<file path="src/rtl/subneg_prog_loader.sv">
// Byte-wide program loader for the SUBNEG core: length byte, N data bytes and an
// optional checksum byte (LOADER_CHECKSUM_EN) over an async strobe handshake.
module subneg_prog_loader #(
    parameter int WORDS  = 22,
    parameter int ADDR_W = 6
) (
    input  logic              clk,
    input  logic              rst_n,
    input  logic              load_req,
    input  logic              strobe,
    input  logic [7:0]        byte_in,
    output logic              ack,
    output logic              mem_we,
    output logic [ADDR_W-1:0] mem_waddr,
    output logic [7:0]        mem_wdata,
    output logic              cpu_run,
    output logic              busy,
    output logic              err
);

`ifdef LOADER_CHECKSUM_EN
    typedef enum logic [2:0] {S_IDLE, S_LEN, S_DATA, S_SUM, S_DONE, S_ERR} state_t;
`else
    typedef enum logic [2:0] {S_IDLE, S_LEN, S_DATA, S_DONE, S_ERR} state_t;
`endif

    state_t              r_state;
    logic                r_s1, r_s2, r_s3;
    logic                r_load_d;
    logic                r_ack, r_mem_we, r_cpu_run, r_busy, r_err;
    logic [ADDR_W-1:0]   r_waddr, r_addr, r_last;
    logic [7:0]          r_wdata;
`ifdef LOADER_CHECKSUM_EN
    logic [7:0]          r_sum;
    logic [7:0]          w_sum_next;
    assign w_sum_next = r_sum + byte_in;
`endif

    logic       w_sev, w_loading, w_accept, w_req_rise, w_len_bad;
    logic [7:0] w_len_m1;

    assign w_sev      = r_s2 & ~r_s3;
`ifdef LOADER_CHECKSUM_EN
    assign w_loading  = (r_state == S_LEN) || (r_state == S_DATA) || (r_state == S_SUM);
`else
    assign w_loading  = (r_state == S_LEN) || (r_state == S_DATA);
`endif
    // An abort (load_req low) takes priority over a byte arriving in the same cycle.
    assign w_accept   = w_sev & w_loading & load_req;
    assign w_req_rise = load_req & ~r_load_d;
    assign w_len_bad  = (byte_in == 8'd0) || (32'(byte_in) > WORDS);
    assign w_len_m1   = byte_in - 8'd1;

    always_ff @(posedge clk or negedge rst_n) begin
        if (!rst_n) begin
            r_state   <= S_IDLE;
            r_s1      <= 1'b0;
            r_s2      <= 1'b0;
            r_s3      <= 1'b0;
            r_load_d  <= 1'b0;
            r_ack     <= 1'b0;
            r_mem_we  <= 1'b0;
            r_cpu_run <= 1'b0;
            r_busy    <= 1'b0;
            r_err     <= 1'b0;
            r_waddr   <= '0;
            r_wdata   <= 8'd0;
            r_addr    <= '0;
            r_last    <= '0;
`ifdef LOADER_CHECKSUM_EN
            r_sum     <= 8'd0;
`endif
        end else begin
            r_s1     <= strobe;
            r_s2     <= r_s1;
            r_s3     <= r_s2;
            r_load_d <= load_req;
            r_mem_we <= 1'b0;

            if (w_accept)
                r_ack <= 1'b1;
            else if (!r_s2)
                r_ack <= 1'b0;

            case (r_state)
                S_IDLE: begin
                    if (load_req) begin
                        r_state   <= S_LEN;
                        r_cpu_run <= 1'b0;
                        r_busy    <= 1'b1;
                        r_err     <= 1'b0;
                    end else begin
                        r_cpu_run <= 1'b1;
                    end
                end
                S_DONE, S_ERR: begin
                    if (w_req_rise) begin
                        r_state   <= S_LEN;
                        r_cpu_run <= 1'b0;
                        r_busy    <= 1'b1;
                        r_err     <= 1'b0;
                    end
                end
                default: begin
                    if (!load_req) begin
                        r_state <= S_ERR;
                        r_busy  <= 1'b0;
                        r_err   <= 1'b1;
                    end else if (w_sev) begin
                        if (r_state == S_LEN) begin
`ifdef LOADER_CHECKSUM_EN
                            r_sum <= byte_in;
`endif
                            if (w_len_bad) begin
                                r_state <= S_ERR;
                                r_busy  <= 1'b0;
                                r_err   <= 1'b1;
                            end else begin
                                r_state <= S_DATA;
                                r_addr  <= '0;
                                r_last  <= ADDR_W'(w_len_m1);
                            end
                        end else if (r_state == S_DATA) begin
                            r_mem_we <= 1'b1;
                            r_waddr  <= r_addr;
                            r_wdata  <= byte_in;
                            r_addr   <= r_addr + 1'b1;
`ifdef LOADER_CHECKSUM_EN
                            r_sum    <= w_sum_next;
                            if (r_addr == r_last)
                                r_state <= S_SUM;
`else
                            if (r_addr == r_last) begin
                                r_state   <= S_DONE;
                                r_busy    <= 1'b0;
                                r_cpu_run <= 1'b1;
                            end
`endif
                        end else begin
`ifdef LOADER_CHECKSUM_EN
                            r_sum  <= w_sum_next;
                            r_busy <= 1'b0;
                            if (w_sum_next == 8'd0) begin
                                r_state   <= S_DONE;
                                r_cpu_run <= 1'b1;
                            end else begin
                                r_state <= S_ERR;
                                r_err   <= 1'b1;
                            end
`endif
                        end
                    end
                end
            endcase
        end
    end

    assign ack       = r_ack;
    assign mem_we    = r_mem_we;
    assign mem_waddr = r_waddr;
    assign mem_wdata = r_wdata;
    assign cpu_run   = r_cpu_run;
    assign busy      = r_busy;
    assign err       = r_err;

endmodule

</file>
<file path="config.mk">
export PLATFORM = sky130hd
export DESIGN_NAME = subneg_prog_loader
export DESIGN_NICKNAME = d
export VERILOG_FILES = /design/src/rtl/subneg_prog_loader.sv
export SDC_FILE = /design/constraint.sdc
export NUM_CORES = 1
export LEC_CHECK = 0
export ABC_CLOCK_PERIOD_IN_PS = 2300
export CAP_MARGIN = 20
export CORE_ASPECT_RATIO = 0.75
export CORE_MARGIN = 2
export CORE_UTILIZATION = 55
export CTS_BUF_LIST = sky130_fd_sc_hd__clkbuf_2 sky130_fd_sc_hd__clkbuf_4 sky130_fd_sc_hd__clkbuf_8
export CTS_CLUSTER_SIZE = 24
export DETAILED_ROUTE_END_ITERATION = 8
export HOLD_SLACK_MARGIN = 0.06
export PLACE_DENSITY_LB_ADDON = 0.2
export SLEW_MARGIN = 30
export SYNTH_ARGS = -nofsm -noshare
export SYNTH_HDL_FRONTEND = slang
export SYNTH_SLANG_ARGS = --single-unit
</file>
<file path="constraint.sdc">
create_clock -name clk -period 2.3 [get_ports clk]
set_input_delay 0.23 -clock clk [delete_from_list [all_inputs] [get_ports clk]]
set_output_delay 0.23 -clock clk [all_outputs]
set_load 0.03 [all_outputs]
</file>
# After elaboration in Yosys (flattened, before gate mapping)
# Index checks and enable logic that the tools add are counted.
[totals]
mem_count = 0
mem_bits_ro = 0
output_inout_bits = 19
ff_bits = 38
inputBits = 12
elab_cells = 102
ram_bits = 0
latchBits = 0
[classes]
n_div = 0
n_mux = 42
n_addsub = 2
n_eq_ne = 16
n_reduce_logical = 18
n_mul = 0
order_cmp = 1
bitwise = 9
n_shift = 0
[ops]
columns = ["cell", "n"]
rows = [
  ["1-bit two-way mux", 27],
  ["5-bit AND reduction", 5],
  ["3-bit two-way mux", 8],
  ["6-bit two-way mux", 3],
  ["4-bit by 1-bit != test with 1-bit output, second input constant", 3],
  ["6-bit AND reduction", 2],
  ["3-bit nonzero test", 4],
  ["5-bit by 1-bit != test with 1-bit output, second input constant", 2],
  ["8-bit by 5-bit greater-than comparator with 1-bit output, second input constant", 1],
  ["8-bit logical NOT", 1],
  ["6-bit by 1-bit adder with 6-bit output, second input constant", 1],
  ["3-bit by 2-bit equality test with 1-bit output, second input constant", 2],
  ["6-bit equality test", 1],
  ["2-bit != test, second input constant", 3],
  ["1-bit one-hot mux with 2 select lines", 3],
  ["3-bit one-hot mux with 2 select lines", 1],
  ["6-bit by 1-bit subtractor with 6-bit output, second input constant", 1],
  ["5-bit by 3-bit != test with 1-bit output, second input constant", 1],
  ["1-bit NOT", 5],
  ["1-bit AND", 4],
  ["3-bit by 1-bit equality test with 1-bit output, second input constant", 1],
  ["3-bit equality test, second input constant", 1],
  ["3-bit logical NOT", 1],
  ["3-bit by 1-bit != test with 1-bit output, second input constant", 1],
  ["5 further kinds", 6],
]

# Logic depth before layout (Yosys ltp)
[depth]
ltp_word = 7
mapped_depth = 8
depth_no_buf = 7

# Least setup slack after synthesis
# Ideal clock, no wire load.
[synth_timing]
path_kind = "register -> register"
start = "reg r_state[2]"
end = "reg r_state[1]"
period_less_slack_ns = 1.879
required_time_ns = 2.172
setup_slack_ns = 0.421
setup_time_ns = 0.128
n_path_buf = 1
stages_incl_launch_ff = 7
arrival_time_ns = 1.751
cell_sequence = "dfrtp_1 clkbuf_1 nand2b_1 nor4_1 a41oi_1 a211oi_1 mux2_1"
[synth_between]
elab_chain_len = 5
elab_cells_between_ends = 16
classes_between = "eq/ne: 9; mux: 4; reduce/logical: 3"
[synth_lines]
columns = ["item", "line", "text"]
rows = [
  ["start: declaration", "27", "state_t r_state;"],
  ["start signal: assignment", "56", "r_state <= S_IDLE;"],
  ["start signal: assignment", "88", "r_state <= S_LEN;"],
  ["start signal: assignment", "98", "r_state <= S_LEN;"],
  ["3-bit by 1-bit equality test with 1-bit output", "110", "if (r_state == S_LEN) begin"],
  ["3-bit two-way mux", "110", ""],
  ["3-bit two-way mux", "109", "end else if (w_sev) begin"],
  ["3-bit two-way mux", "105", "if (!load_req) begin"],
  ["3-bit one-hot mux with 2 select lines", "85", "case (r_state)"],
]
# Several ways; a longest one is shown, not always the timed one. The select of a mux whose other input is x is not followed.
# A chain may end at the register's enable or synchronous reset.

# Final worst setup path
[layout_timing]
start = "reg r_addr[4]"
end = "reg r_state[1]"
[layout_between]
elab_chain_len = 3
[layout_lines]
columns = ["item", "line", "text"]
rows = [
  ["start: declaration", "31", "logic [ADDR_W-1:0] r_waddr, r_addr, r_last;"],
  ["start signal: assignment", "127", "r_addr <= r_addr + 1'b1;"],
  ["6-bit equality test", "133", "if (r_addr == r_last) begin"],
  ["5-bit by 1-bit != test with 1-bit output (no line)", "--", ""],
  ["5-bit AND reduction (no line)", "--", ""],
  ["end signal: assignment", "115", "r_state <= S_ERR;"],
  ["end signal: assignment", "119", "r_state <= S_DATA;"],
  ["end signal: assignment", "134", "r_state <= S_DONE;"],
]
# Every way passes these cells.

==> results.toml <==
[sta]
skew_ns = 0.004317
maxSlewHeadroom = 0.4528
tightest_slew_ns = 0.8209
hold_violations = 0
setup_viol = 0
period_share = 0.8963
rsz0062_at_grt = "no"
min_period_ns = 2.062
fmax_ghz = 0.4851
fin_setup_tns_ns = 0
drv_slew = 0
hold_ws_ns = 0.03216

[routing]
wl_per_cell_um = 14.57
firstDrtPassIters = 4
drt_iter0_drc = 47
postRouteAntennaNets = 0
viasPerCell = 5.622
wirelength_um = 3890
drc = 0
num_vias = 1501

[run_status]
status = "finished, final reports clean"

[clocking]
cts_root_buffer = "clkbuf_8"
post-cts-setup-buffers = 0
cts_tree = "yes"
htree_num_levels = 2
cts_buffer_depth = 2
clkSinkCount = 38
cts.repair.resized = 0
insertion_delay_ns = 0.29
holdBufCountCts = 0
clkTransAtPathRegs_ns = 0.07
cts_buffers = 5

[synthesis]
synthTopCellsByArea = "dfrtp_1, nand2_1, xnor2_1"
synth_top_family_by_area = "simple AND/OR/NAND/NOR gates"
synth_top_area_cell = "dfrtp_1"
synthMuxAreaShare = 0.01204
synth_cell_types = 47
ys.flop_type = "dfrtp_1"
ys_seq_elements = 38
yosys.area_share.simple = 0.2067
syn_nets = 209
netlist_area_sq_um = 1871
synth_top_area_frac = 0.5084
synth_edf_count = 0
yosys_warnings = 0
synth_compound_area_frac = 0.1565
yosys.area_share.xor_xnor = 0.05151
postSynthAreaPerCell_sq_um = 9.692
syn_inst = 193
synthAdderAreaFrac = 0.02676
ys_async_sr_fraction = 1.000
ys_seq_area_frac = 0.5084

[floorplan]
die_w_um = 71.34
rows = 18
core_sq_um = 3266
die_h_um = 54.51
dieArea_sq_um = 3888
start_util = 0.5728
ios = 31

[global_routing]
grt_pass1_vias = 1362
antenna_found_initial = 0
grt_pass1_wl_um = 6430
grt-ovfl-total = 0
grt_start_max_net_pins = 39
gr-usage-all-layers = 0.2218

[pwr]
p_seq_frac = 0.391
p_switching_uw = 950.4
p_sw_frac = 0.3803
finalPower_uw = 2499
leakagePower_uw = 0.001058
clock_power_share = 0.179
power.internal_uw = 1549
combPwrFrac = 0.430
vdd_drop_max_mv = 0.8229
power.density_nw_per_um2 = 1084

[critical_path]
cp_max_fo = 5
r2r_slack_ns = 0.24
cp_data_arrival_time_ns = 2.24
cp.required_ns = 2.48
worstSetupPathType = "reg2reg"
rr_worst_depth = 5
endpoint_kind = "flop"
startpoint_type = "flop"

[hold_path]
hp-class = "in2async"

[job]
drv_cap = 0

[final_layout]
drive_above_1_share = 0.1013
num_antenna_cells = 0
num-fill-cells = 253
final_cell_mix = "nand2_1, dfrtp_1, clkdlybuf4s50_1"
layout_commonest_cell = "nand2_1"
area_growth_pct = 23.28
nets = 244

[placed_design]
gp_congestion = 0.8548
io_buffer_count = 30
dp_hpwl_um = 2896
-- synth_stat cells, drive strengths merged (5+ instances only) --
| cell type | instances |
|---|---|
| nand2 | 45 |
| clkbuf | 5 |
| xnor2 | 7 |
| inv | 7 |
| nor2 | 6 |
| o21ai | 17 |
| dfrtp | 38 |
| a21oi | 6 |
-- per-layer routing --
metal / routed length (um) / up-vias / share of wire / global-route usage
li1: - / 728 / - / -
met1: 1882 / 717 / 0.48 / 0.3030
met2: 1734 / 45 / 0.45 / 0.3426
met3: 194 / 11 / 0.050 / 0.05709
met4: 78 / 0 / 0.020 / 0.09119
met5: 0 / - / 0 / 0
-- state kept, by name (all words and copies together), names as in the netlist, 3 cells and up --
name,cells
mem_waddr,6
r_last,6
mem_wdata,8
r_addr,6
r_state,3
-- logic make-up after synthesis --
kind of cell,after synthesis
flops,38
buf+inv,16
fa+ha+maj,4
xor+xnor,11
compound gates,42
simple gates,80
mux,2
-- layout make-up --
class | count | area [sq um] | share of cell area
Clock buffer | 6 | 82.58 | 0.03581
Timing Repair Buffer | 37 | 347.8 | 0.1508
Multi-Input combinational cell | 139 | 848.3 | 0.3679
Sequential cell | 38 | 950.9 | 0.4124
Inverter | 7 | 26.28 | 0.01139
Tap cell | 40 | 50.05 | 0.02170
-- worst max-delay path, cell delays in order, from the launching register on --
cell and delay, ns:
dfrtp_1 0.44, xor2_1 0.19, nor4_1 0.33, a41oi_1 0.27, a211oi_1 0.38, mux2_1 0.35
-- per-stage QoR --
stage / instance area (sq um) / setup WS (ns) / util / instances
floorplan: 1871 / 0.4211 / - / 193
global placement: 2223 / 0.1510 / 0.6808 / 261
detailed placement: 2223 / 0.08137 / 0.6808 / 261
CTS: 2306 / 0.2282 / 0.7061 / 267
global route: 2306 / 0.06756 / 0.7061 / 267
finish: 2306 / 0.2385 / 0.7061 / 267
-- power by group through the flow --
stage / clock network, uW / registers [uW] / logic (uW)
floorplan: 0 / 1160 / 500
global placement: 0 / 972 / 1050
detailed placement: 0 / 984 / 1070
CTS: 456 / 975 / 1080
global route: 480 / 999 / 1180
finish: 449 / 976 / 1070
-- path summary, 6_finish.rpt --
kind	from	end
min reg2reg	r_s1	r_s2
min	rst_n	mem_waddr[3]
max in group asynchronous	rst_n	r_addr[1]
max reg2reg	r_addr[4]	r_state[1]
max	r_addr[4]	r_state[1]
min in group clk	r_s1	r_s2
No activity file was read; power rests on OpenSTA's default activity.
